--- src/rtl/bus_arbiter_rr.sv ---
// N-master bus arbiter: round-robin or fixed priority, with owner lock and bounded-tenure preemption.
// One-cycle request-to-grant latency. Handoff happens on the release edge itself, so there is no idle cycle between owners.
module bus_arbiter_rr #(
  parameter int NUM_MASTERS = 4,
  parameter int IDX_W       = 2,
  parameter int MODE        = 0,
  parameter int MAX_HOLD    = 16
) (
  input  logic                   clk,
  input  logic                   reset,
  input  logic [NUM_MASTERS-1:0] m_req,
  input  logic [NUM_MASTERS-1:0] m_lock,
  output logic [NUM_MASTERS-1:0] m_grant,
  output logic                   grant_valid,
  output logic [IDX_W-1:0]       grant_idx
);

  localparam int HC_W      = (MAX_HOLD > 2) ? $clog2(MAX_HOLD) : 1;
  localparam int HOLD_LAST = (MAX_HOLD > 0) ? MAX_HOLD - 1 : 0;
  localparam logic [IDX_W-1:0] LAST_IDX = IDX_W'(NUM_MASTERS - 1);

  typedef enum logic {IDLE, OWNED} state_t;

  state_t                 state;
  logic [IDX_W-1:0]       rr_ptr;
  logic [HC_W-1:0]        hold_cnt;

  logic                   owner_req;
  logic                   hold_expired;
  logic                   release_ev;
  logic                   preempt_ev;
  logic [NUM_MASTERS-1:0] others;
  logic [NUM_MASTERS-1:0] cand;
  logic                   win_vld;
  logic [IDX_W-1:0]       win_idx;
  logic [NUM_MASTERS-1:0] win_onehot;
  int                     scan;

  always_comb begin
    owner_req    = (state == OWNED) && m_req[grant_idx];
    release_ev   = (state == OWNED) && !m_req[grant_idx];
    hold_expired = (MAX_HOLD != 0) && (hold_cnt == HC_W'(HOLD_LAST));
    others       = m_req & ~m_grant;
    // A locked owner keeps the bus; a release always wins over preemption.
    preempt_ev   = owner_req && hold_expired && !m_lock[grant_idx] && (|others);
    cand         = preempt_ev ? others : m_req;

    win_vld = 1'b0;
    win_idx = '0;
    scan    = 0;
    for (int i = 0; i < NUM_MASTERS; i++) begin
      if (MODE == 1) begin
        scan = i;
      end else begin
        scan = int'(rr_ptr) + i + 1;
        if (scan >= NUM_MASTERS) scan = scan - NUM_MASTERS;
      end
      if (!win_vld && cand[IDX_W'(scan)]) begin
        win_vld = 1'b1;
        win_idx = IDX_W'(scan);
      end
    end
    win_onehot = NUM_MASTERS'(1) << win_idx;
  end

  always_ff @(posedge clk or negedge reset) begin
    if (!reset) begin
      state       <= IDLE;
      m_grant     <= '0;
      grant_valid <= 1'b0;
      grant_idx   <= '0;
      rr_ptr      <= LAST_IDX;
      hold_cnt    <= '0;
    end else if (state == IDLE || release_ev || preempt_ev) begin
      hold_cnt <= '0;
      if (win_vld) begin
        state       <= OWNED;
        m_grant     <= win_onehot;
        grant_valid <= 1'b1;
        grant_idx   <= win_idx;
        rr_ptr      <= win_idx;
      end else begin
        // grant_idx deliberately keeps the last owner while idle.
        state       <= IDLE;
        m_grant     <= '0;
        grant_valid <= 1'b0;
      end
    end else if (hold_cnt != HC_W'(HOLD_LAST)) begin
      hold_cnt <= hold_cnt + 1'b1;
    end
  end

endmodule

--- config.mk ---
export PLATFORM = sky130hd
export DESIGN_NAME = bus_arbiter_rr
export DESIGN_NICKNAME = d
export VERILOG_FILES = /design/src/rtl/bus_arbiter_rr.sv
export SDC_FILE = /design/constraint.sdc
export NUM_CORES = 1
export LEC_CHECK = 0
export BUFFER_PORTS_ARGS = -buffer_cell sky130_fd_sc_hd__clkbuf_2
export CORE_UTILIZATION = 52
export CTS_BUF_LIST = sky130_fd_sc_hd__clkbuf_16
export CTS_CLUSTER_DIAMETER = 120
export DETAILED_ROUTE_END_ITERATION = 8
export PLACE_DENSITY = 0.78
export SYNTH_ARGS = -nofsm -noshare
export SYNTH_HDL_FRONTEND = slang
export SYNTH_SLANG_ARGS = --single-unit
--- constraint.sdc ---
create_clock -name clk -period 3.1 [get_ports clk]
set_clock_uncertainty 0.15 [all_clocks]
set_input_delay 0.465 -clock clk [delete_from_list [all_inputs] [get_ports clk]]
set_output_delay 0.465 -clock clk [all_outputs]
set_load 0.01 [all_outputs]
==> qor.csv <==
metric,value,unit
via count,728,
Hold Slack,0.373,ns
Filler cells,124,
CTS Buf Count,3,
largest net degree at the start of global routing,14,
Die ar.,1750,um2
gpl congestion,0.877,
max_cap viols,0,
largest area contributor in the netlist,dfrtp_1,
highest clock rate,350,MHz
DRC viols,0,
htree depth,1,
Die Width,41.8,um
"non-filler cells, final",116,
Worst R2R End,grant_idx[0]$_DFFE_PN0P_,
CP cell instances,ha_1 -> nand3_1 -> a41oi_1 -> a41o_1 -> a2bb2oi_1 -> o221ai_1 -> mux2_1,
CP Launch Point,hold_cnt[0]$_DFFE_PN0P_,
most numerous cell in the Yosys netlist,dfrtp_1,
total track usage,25.6,%
Met3 Routed Length,121,um
clk root buf,clkbuf_16,
Initial Utilization,55.4,%
met2 wire len,900,um
Critical Path Fanout Max,8,
CP Data Required Time,3.06,ns
largest cells by area after synthesis,"dfrtp_1 (33%), dfstp_2 (6.4%), mux2i_1 (4.9%)",
Die Span Y,41.8,um
CP Capture Type,register,
Synth cell types,37,
Clock Pin Slew Worst Setup and Hold Paths,0.04,ns
TNS Setup,0,ns
Synth top area share,33.4,%
first-pass GRT wire length,3.24,mm
Synth Warn #,0,
Inst Count DP,111,
crit path max-delay cell type,a41oi_1,
total power,0.937,mW
Pwr per Cell Area,943,nW/um2
clk buf depth,2,
Worst-Skew Late Latency,0.24,ns
Final Setup Violations,0,
Pins Over Slew Limit,0,
Area Growth Syn to Fin,20.5,%
Sink Count,13,
DP HPWL,1.37,mm
CTS tree,built,
final net count,112,
Syn Inst Count,82,
Mapped Nets,93,
ys async rst share,100,%
Detail Route Antenna Nets,0,
Buffers on Ports,16,
worst min-delay path class,register to register,
Core ar.,1490,um2
num rows,14,
GRT overflow,0,
"Seq/Total Area, Yosys",39.8,%
Worst EP arrival,2.82,ns
final WL,1.85,mm
synthesized area per cell,10.1,um2
RSZ-0062 raised after global routing,false,
period utilisation layout,92.1,%
Post-synth top cells,"dfrtp_1 (11), inv_1 (8), nand2_1 (8)",
post-CTS sizing,0,
initial antenna violation count,0,
wl on met1,780,um
status,finished clean,
Post-synth EDFFs,0,
share of layout cells above drive strength 1,29.0,%
maximum single-stage delay on the critical path,0.54,ns
Max IR drop VDD,562,uV
P_leak,0.483,nW
Final Critical Period,2.86,ns
synthesized area,825,um2
Worst Hold Path Cells,2,
# diodes,0,
worst r2r path cells,7,
Initial DRC Count,20,
Synth Flop Type,dfrtp_1,
worst slew pin tran,0.614,ns
reg2reg setup slack,0.24,ns
Final Hold Viols,0,
#FFs+latches synth,13,
Worst Setup Start Kind,register,
Crit Path Class,register to register,
Critical Path Sink,grant_idx[0]$_DFFE_PN0P_,
Boundary Pins,17,
Vias/cell,6.28,
DRT Pass-1 Iters,4,
Rel. slew slack,58.5,%
area of the multi-input gates,447,um2
FF-to-FF Start,hold_cnt[0]$_DFFE_PN0P_,
mean routed wirelength per cell,15.9,um
Top Layer Used,met4,
vias in the first global route,709,
Register Area,328,um2
[worst min path at each step]
stage	startpoint	to	slack [ns]
floorplan	reset	grant_idx[0]$_DFFE_PN0P_	0.02
CTS	rr_ptr[0]$_DFFE_PN1P_	rr_ptr[0]$_DFFE_PN1P_	0.37
finish	rr_ptr[0]$_DFFE_PN1P_	rr_ptr[0]$_DFFE_PN1P_	0.37
global route	rr_ptr[0]$_DFFE_PN1P_	rr_ptr[0]$_DFFE_PN1P_	0.39
detailed placement	reset	grant_idx[0]$_DFFE_PN0P_	0.23
global placement	reset	m_grant[1]$_DFFE_PN0N_	0.23
[metal layers]
layer / GRT usage [%] / vias to the layer above
li1: - / 346
met1: 28.9 / 345
met2: 40.9 / 30
met3: 10.4 / 7
met4: 14.2 / 0
met5: 0 / -
[cells in the final DEF, fill, tap and decap left out, types with 2 or more instances in the layout]
master,count
nand3_1,3
clkbuf_2,16
nor3_1,2
mux2_2,2
nor2_1,4
a41oi_1,3
clkbuf_16,3
mux2i_1,4
and2_1,2
nand2_1,8
o22ai_1,2
dfstp_2,2
a41o_1,3
a32o_1,2
inv_1,9
nand2b_1,4
dfrtp_1,11
[stage by stage]
stage | setup slack (ns) | area [um2] | util, %
detailed placement | 0.328 | 905 | 60.8
CTS | 0.308 | 993 | 66.7
global route | 0.0659 | 993 | 66.7
global placement | 0.471 | 905 | 60.8
finish | 0.244 | 993 | 66.7
floorplan | 0.528 | 825 | -
[registers in the layout, summed over array words and instances (netlist names)]
register   flops
hold_cnt       4
state          1
grant_idx      2
m_grant        4
rr_ptr         2
[report_power, final]
group          total [mW]  internal [mW]  leakage (nW)  switching (mW)
clock network       0.236          0.170        0.0423          0.0665
registers           0.317          0.242         0.160          0.0754
logic               0.383          0.176         0.281           0.208
total               0.937          0.587         0.483           0.350
[critical path: cells and delay by family (launching register included)]
kind	cells	cell delay, ns
AOI/OAI and AO/OA	4	1.40
muxes	1	0.36
adders and majority gates	1	0.23
DFF	1	0.40
and+or+nand+nor	1	0.19
[area by class of cell]
class	count	area share [%]
Multi-Input combinational cell	58	45.0
Sequential cell	13	33.0
Timing Repair Buffer	17	9.07
Clock buffer	3	7.56
Inverter	8	3.02
Tap cell	16	2.02
Clock inverter	1	0.378
[logic make-up (layout without fill, tap and decap cells)]
logic type	Yosys count	in the layout	synth area share (%)
simple gates	27	27	16.7
xor+xnor	1	1	1.06
compound gates	21	21	23.2
buf+inv	11	29	6.07
flops	13	13	39.8
mux	8	8	11.7
fa+ha+maj	1	1	1.52
[what timing repair did]
action / in CTS / in global routing
setup buffers: 0 / 0
hold endpoints to repair: 11 / 0
hold buffers: 1 / 0
No activity file was read; power rests on OpenSTA's default activity.
